`src/rtl/aes_pkg.sv`:
```
// rtl/aes_pkg.sv - shared AES state geometry helpers (row offsets, byte indexing, NB legality)
//
// Purpose: helpers shared by the ShiftRows pipe and the future MixColumns pipe.
//   shift_of(nb, r)    : Rijndael ShiftRows offset C(r) for a state of nb columns
//   byte_idx(nb, r, c) : linear byte index of (row r, column c), column-major
//   nb_legal(nb)       : 1 when nb is a supported block width (4, 6 or 8)
package aes_pkg;

    localparam int AES_ROWS = 4;

    function automatic bit nb_legal(input int nb);
        return (nb == 4) || (nb == 6) || (nb == 8);
    endfunction

    // Rows 2 and 3 shift further for the 256-bit block so that every row
    // still lands on a distinct column set.
    function automatic int shift_of(input int nb, input int r);
        int s;
        case (r)
            0:       s = 0;
            1:       s = 1;
            2:       s = (nb == 8) ? 3 : 2;
            default: s = (nb == 8) ? 4 : 3;
        endcase
        return s;
    endfunction

    // Byte k = row k%4, column k/4, so (r, c) sits at 4*c + r.
    function automatic int byte_idx(input int nb, input int r, input int c);
        return (c % nb) * AES_ROWS + r;
    endfunction

endpackage

```
`src/rtl/aes_pipe_stage.sv`:
```
// rtl/aes_pipe_stage.sv - single valid/ready register slice with synchronous flush
//
// Purpose: one elastic pipeline register; loads whenever empty or when the
//          downstream slice is taking the current entry.
// Ports:
//   clk, rst_n         clock, asynchronous active-low reset
//   flush              synchronous clear of the held entry (payload kept)
//   in_valid/in_ready  upstream handshake (in_ready is the load condition)
//   in_payload         PW-bit payload from upstream
//   out_valid/out_ready downstream handshake
//   out_payload        PW-bit held payload
module aes_pipe_stage #(
    parameter int PW = 1
) (
    input  logic          clk,
    input  logic          rst_n,
    input  logic          flush,
    input  logic          in_valid,
    output logic          in_ready,
    input  logic [PW-1:0] in_payload,
    output logic          out_valid,
    input  logic          out_ready,
    output logic [PW-1:0] out_payload
);

    logic          r_valid;
    logic [PW-1:0] r_payload;
    logic          w_load;

    // An empty slice always accepts, so bubbles collapse under a stall.
    assign w_load   = !r_valid || out_ready;
    assign in_ready = w_load;

    always_ff @(posedge clk or negedge rst_n) begin
        if (!rst_n) begin
            r_valid   <= 1'b0;
            r_payload <= '0;
        end else if (flush) begin
            r_valid <= 1'b0;
        end else if (w_load) begin
            r_valid <= in_valid;
            if (in_valid) begin
                r_payload <= in_payload;
            end
        end
    end

    assign out_valid   = r_valid;
    assign out_payload = r_payload;

endmodule

```
`src/rtl/aes_shift_rows_pipe.sv`:
```
// rtl/aes_shift_rows_pipe.sv - pipelined AES ShiftRows/InvShiftRows for NB = 4, 6, 8
//
// Purpose: permutes the state combinationally, then carries it with its mode
//          and tag through STAGES elastic register slices.
// Ports:
//   clk, rst_n               clock, asynchronous active-low reset
//   flush                    synchronous drop of all in-flight blocks
//   in_valid/in_ready        input handshake
//   in_data[32*NB]           state, byte 0 at the MSB, column-major
//   in_inv                   0 = ShiftRows, 1 = InvShiftRows
//   in_tag[TAG_W]            opaque sideband
//   out_valid/out_ready      output handshake
//   out_data/out_inv/out_tag permuted state, echoed mode and tag
module aes_shift_rows_pipe
    import aes_pkg::*;
#(
    parameter int NB     = 4,
    parameter int STAGES = 1,
    parameter int TAG_W  = 4
) (
    input  logic               clk,
    input  logic               rst_n,
    input  logic               flush,
    input  logic               in_valid,
    output logic               in_ready,
    input  logic [32*NB-1:0]   in_data,
    input  logic               in_inv,
    input  logic [TAG_W-1:0]   in_tag,
    output logic               out_valid,
    input  logic               out_ready,
    output logic [32*NB-1:0]   out_data,
    output logic               out_inv,
    output logic [TAG_W-1:0]   out_tag
);

    localparam int DW = 32 * NB;
    localparam int PW = DW + 1 + TAG_W;

    if (!nb_legal(NB)) begin : g_bad_nb
        $error("aes_shift_rows_pipe: NB must be 4, 6 or 8");
    end
    if (STAGES < 1 || STAGES > 4) begin : g_bad_stages
        $error("aes_shift_rows_pipe: STAGES must be 1..4");
    end
    if (TAG_W < 1) begin : g_bad_tag
        $error("aes_shift_rows_pipe: TAG_W must be at least 1");
    end

    logic [DW-1:0] w_perm;

    // Inverse source column uses c + NB - C(r) so no intermediate goes negative.
    for (genvar c = 0; c < NB; c++) begin : g_col
        for (genvar r = 0; r < AES_ROWS; r++) begin : g_row
            localparam int SH    = shift_of(NB, r);
            localparam int FWD_C = (c + SH) % NB;
            localparam int INV_C = (c + NB - SH) % NB;
            localparam int DST   = byte_idx(NB, r, c);
            localparam int FSRC  = byte_idx(NB, r, FWD_C);
            localparam int ISRC  = byte_idx(NB, r, INV_C);
            assign w_perm[DW-1-8*DST -: 8] = in_inv ? in_data[DW-1-8*ISRC -: 8]
                                                    : in_data[DW-1-8*FSRC -: 8];
        end
    end

    // Index k is the handshake into slice k; index STAGES is the output port.
    logic          w_valid   [0:STAGES];
    logic          w_ready   [0:STAGES];
    logic [PW-1:0] w_payload [0:STAGES];

    assign w_valid[0]       = in_valid && !flush;
    assign w_payload[0]     = {w_perm, in_inv, in_tag};
    assign w_ready[STAGES]  = out_ready;
    assign in_ready         = w_ready[0] && !flush;

    for (genvar k = 0; k < STAGES; k++) begin : g_stage
        aes_pipe_stage #(
            .PW (PW)
        ) u_stage (
            .clk         (clk),
            .rst_n       (rst_n),
            .flush       (flush),
            .in_valid    (w_valid[k]),
            .in_ready    (w_ready[k]),
            .in_payload  (w_payload[k]),
            .out_valid   (w_valid[k+1]),
            .out_ready   (w_ready[k+1]),
            .out_payload (w_payload[k+1])
        );
    end

    assign out_valid = w_valid[STAGES];
    assign out_data  = w_payload[STAGES][PW-1 -: DW];
    assign out_inv   = w_payload[STAGES][TAG_W];
    assign out_tag   = w_payload[STAGES][TAG_W-1:0];

endmodule

```
`config.mk`:
```
export PLATFORM = sky130hd
export DESIGN_NAME = aes_shift_rows_pipe
export DESIGN_NICKNAME = d
export VERILOG_FILES = /design/src/rtl/aes_pkg.sv /design/src/rtl/aes_pipe_stage.sv /design/src/rtl/aes_shift_rows_pipe.sv
export SDC_FILE = /design/constraint.sdc
export NUM_CORES = 1
export LEC_CHECK = 0
export BUFFER_PORTS_ARGS = -buffer_cell sky130_fd_sc_hd__buf_2
export CAP_MARGIN = 20
export CORE_MARGIN = 5
export CORE_UTILIZATION = 45
export CTS_BUF_LIST = sky130_fd_sc_hd__clkbuf_8
export DETAILED_ROUTE_END_ITERATION = 7
export GPL_ROUTABILITY_DRIVEN = 0
export GPL_TIMING_DRIVEN = 0
export PLACE_DENSITY_LB_ADDON = 0.1
export SLEW_MARGIN = 20
export SYNTH_ARGS = -nofsm -noshare
export SYNTH_HDL_FRONTEND = slang
export SYNTH_HIERARCHICAL = 1
export SYNTH_SLANG_ARGS = --single-unit
export TNS_END_PERCENT = 10
```
`constraint.sdc`:
```
create_clock -name clk -period 3.2 [get_ports clk]
set_input_delay 0 -clock clk [delete_from_list [all_inputs] [get_ports clk]]
set_output_delay 0 -clock clk [all_outputs]
set_load 0.02 [all_outputs]
```
==> reports/metrics.csv, run 1 <==
metric,value,unit
hpwl dp,11600,um
number of setup buffers added after CTS,0,
Core Rows,42,
synthesized area per cell,17.0,um2
CTS root buf,clkbuf_8,
last step reached,clock tree synthesis,
CTS Buf Count,17,
I/O pin total,273,
Seq cells post-synth,134,
dpl cell area,7710,um2
Clock Tree Buf Depth,2,
outcome,did not finish,
Chip Height,126,um
"Seq/Total Area, Yosys",55.0,%
die width,126,um
H-tree depth,4,
library cells used by synthesis,13,
CTS sink count,134,
synthesized area,6100,um2
post-CTS sizing,0,
Syn Nets,497,
initial core utilization,46.0,%
Port Buf Inserts,272,
yosys warns,6,
cell count after synthesis,359,
Run Error,[ERROR RSZ-0060] Max buffer count reached.,
CTS Hold Bufs,168,
[Yosys cell counts]
| library cell | count | area share (%) |
|---|---|---|
| nor2b_1 | 2 | 0.21 |
| buf_12 | 6 | 2.0 |
| nor2_1 | 2 | 0.12 |
| nor2b_2 | 1 | 0.14 |
| buf_6 | 8 | 1.5 |
| nor3b_4 | 1 | 0.31 |
| mux2_2 | 67 | 12 |
| buf_4 | 1 | 0.12 |
| dfrtp_1 | 134 | 55 |
| mux2_4 | 60 | 15 |
| mux2_1 | 70 | 13 |
| inv_1 | 1 | 0.062 |
| buf_2 | 6 | 0.49 |
[per-stage QoR]
step | instances | util, % | setup WS, ns | hold slack [ns]
after floorplan | 359 | - | 1.52 | -0.296
after global placement | 807 | 58.0 | 0.315 | 0.216
after detailed placement | 808 | 58.3 | 1.28 | -0.117
[cells by family after synthesis]
| logic type | after synthesis | synth area share, % |
|---|---|---|
| muxes | 197 | 40.1 |
| DFF | 134 | 55.0 |
| buffers and inverters | 22 | 4.13 |
| and+or+nand+nor | 6 | 0.780 |
==> inputs of run 2 (changes only) <==
- CORE_UTILIZATION: 45 -> 30
- CTS_BUF_LIST: sky130_fd_sc_hd__clkbuf_8 -> unset
- PLACE_DENSITY_LB_ADDON: 0.1 -> 0.15
==> run 2 against run 1 <==
Compared with the run above: the run now ends clean; synthesized cell count stayed put; area after synthesis stayed put.
==> reports/metrics.csv, run 2 <==
metric,value,unit,change
Final Cell Area,10200,um2,
drt drc,0,,
Slew @ Worst Pin,0.531,ns,
largest net degree at the start of global routing,69,,
antenna-violating nets left,0,,
GR Overflow Total,0,,
Setup WS post-layout,1.25,ns,
crit path max fanout,10,,
share of post-route cells with drive strength above 1,54.7,%,
worst min path class,primary input to async pin,,
final-report max-slew violation count,0,,
Static Leak,4.90,nW,
initial antenna violation count,0,,
WL per Instance,16.3,um,
total wire length,18000,um,
top cell type's share of synthesized area,55.0,%,unchanged
Core Rows,52,,+24%
CP Launch Type,register,,
Internal,4.20,mW,
most frequent cells in the layout,"buf_2, dlygate4sd3_1, dfrtp_1",,
Sw Pwr,1.91,mW,
Setup WS pre-CTS,1.21,ns,-0.0742 ns
Net Sw Frac,31.3,%,
die area,23300,um2,
die width,153,um,+21%
largest area contributor in the netlist,dfrtp_1,,
Seq cells post-synth,134,,unchanged
yosys warns,6,,unchanged
Final Hold Slack,0.131,ns,
library cells used by synthesis,13,,unchanged
min Tclk post-route,1.95,ns,
clk_lat worst skew,0.41,ns,
Starting DRT DRC Count,97,,
H-tree depth,4,,unchanged
clock power share,35.2,%,
outcome,completed,,
number of inserted diodes,0,,
most common cell in the netlist,dfrtp_1,,
skew final,0.00570,ns,
Worst Setup SP,g_stage[0].u_stage/out_valid$_DFFE_PN0P_,,
"Clk pin slew, worst setup/hold paths",0.06,ns,
Syn Nets,497,,unchanged
dpl cell area,7830,um2,+1.5%
Final Hold Vio Count,0,,
max_cap viols,0,,
CTS sink count,134,,unchanged
Final setup viols,0,,
hpwl dp,12700,um,+9.4%
synthesized area,6100,um2,unchanged
post-route setup TNS,0,ns,
via count,4735,,
Post-synth top cells,"dfrtp_1, mux2_1, mux2_2",,
GRT Util Overall,15.8,%,
vias in the first global route,5500,,
FF/Latch Area,3350,um2,
initial core utilization,30.3,%,-16 points
Tcrit/Tclk final,60.9,%,
"commonest non-fill, non-tap cell in the layout",buf_2,,
synthesized area per cell,17.0,um2,unchanged
register share of total power,36.5,%,
Fmax,0.513,GHz,
reg2reg start,g_stage[0].u_stage/out_valid$_DFFE_PN0P_,,
"Seq/Total Area, Yosys",55.0,%,unchanged
worst vdd ir,0.330,mV,
vias per cell,4.30,,
R2R Setup Slk,1.25,ns,
"Arr. time, crit path",2.24,ns,
synth-to-layout area growth,66.6,%,
Post-synth EDFFs,0,,unchanged
Port Buf Inserts,272,,unchanged
Core Footprint,20100,um2,
RSZ-0062 raised after global routing,false,,
CTS root buf,clkbuf_16,,
TritonCTS clock tree,done,,
Chip Height,153,um,+21%
fin nets,957,,
Slew HR,64.6,%,
combinational power share,28.3,%,
CTS Buf Count,17,,unchanged
critical path capture point type,register,,
number of setup buffers added after CTS,0,,unchanged
first-pass GRT wire length,29500,um,
CP required,3.49,ns,
I/O pin total,273,,unchanged
Power Density,601,nW/um2,
Crit Path Class,register to register,,
number of flip-flops in the largest register,133,,
Synth area leaders,"dfrtp_1, mux2_4, mux2_1, mux2_2, buf_12",,
First-pass DRT Iterations,4,,
area occupied by multi-input gates,2490,um2,
Async SR Flop Fraction,100,%,unchanged
Clock Tree Buf Depth,2,,unchanged
cell count after synthesis,359,,unchanged
Fillers,1757,,
post-layout util,50.5,%,
ys flop type,dfrtp_1,,
## run 2: layout make-up
class                      instances  area share [%]
buffer                            21            2.44
clock buffer                      17            4.19
clock inverter                    15            2.13
inverter                           1          0.0370
multi-input combinational        203            24.5
sequential                       134            33.0
tap                              270            3.33
timing repair buffer             441            30.3
## run 2: cells by family (layout without fill, tap and decap cells)
| logic type | count (synthesis) | in the layout | synth area share, % |
|---|---|---|---|
| DFF | 134 | 134 | 55.0 |
| buffers and inverters | 22 | 495 | 4.13 |
| and+or+nand+nor | 6 | 6 | 0.780 |
| muxes | 197 | 197 | 40.1 |
## run 2: timing repair
action / 4_1_cts / 5_1_grt
gates resized for setup: 0 / 0
hold buffers: 168 / 0
endpoints found under the hold margin: 209 / 0
## run 2: through the flow
stage,power (mW),std cells
CTS,6.20,1102
finish,6.10,1102
detailed placement,3.83,902
global placement,3.79,901
global route,6.42,1102
floorplan,3.17,359
## run 2: worst paths after layout
check                      cells past startpoint                                              end
setup / recovery                               5  g_stage[0].u_stage/out_payload[100]$_DFFE_PN0P_
hold / removal                                 2   g_stage[0].u_stage/out_payload[56]$_DFFE_PN0P_
setup reg to reg                               5  g_stage[0].u_stage/out_payload[100]$_DFFE_PN0P_
hold reg to reg                                1   g_stage[0].u_stage/out_payload[68]$_DFFE_PN0P_
max in group asynchronous                      3   g_stage[0].u_stage/out_payload[87]$_DFFE_PN0P_
min in group clk                               3   g_stage[0].u_stage/out_payload[97]$_DFFE_PN0P_
## run 2: worst max-delay path: stages (launching register included)
cell and delay (ns):
dfrtp_1 0.37, nor2b_2 0.18, nor3b_4 0.42, buf_4 0.31
buf_6 0.20, mux2_1 0.34
## run 2: routing by layer
| metal | wire length [um] | global-route usage (%) | part of all wire (%) |
|---|---|---|---|
| met1 | 7420 | 18.3 | 41 |
| met4 | 271 | 4.92 | 1.5 |
| met2 | 9080 | 27.3 | 50 |
| met5 | 0 | 0 | 0 |
| met3 | 1240 | 5.62 | 6.9 |
## run 2: power groups by stage
stage	sequential [mW]	combinational, mW	clock, mW
final	2.23	1.73	2.15
after global routing	2.28	1.85	2.28
after CTS	2.23	1.76	2.22
after detailed placement	2.26	1.58	0
after global placement	2.24	1.55	0
after floorplan	2.71	0.456	0
Power figures use the tool's default switching activity.
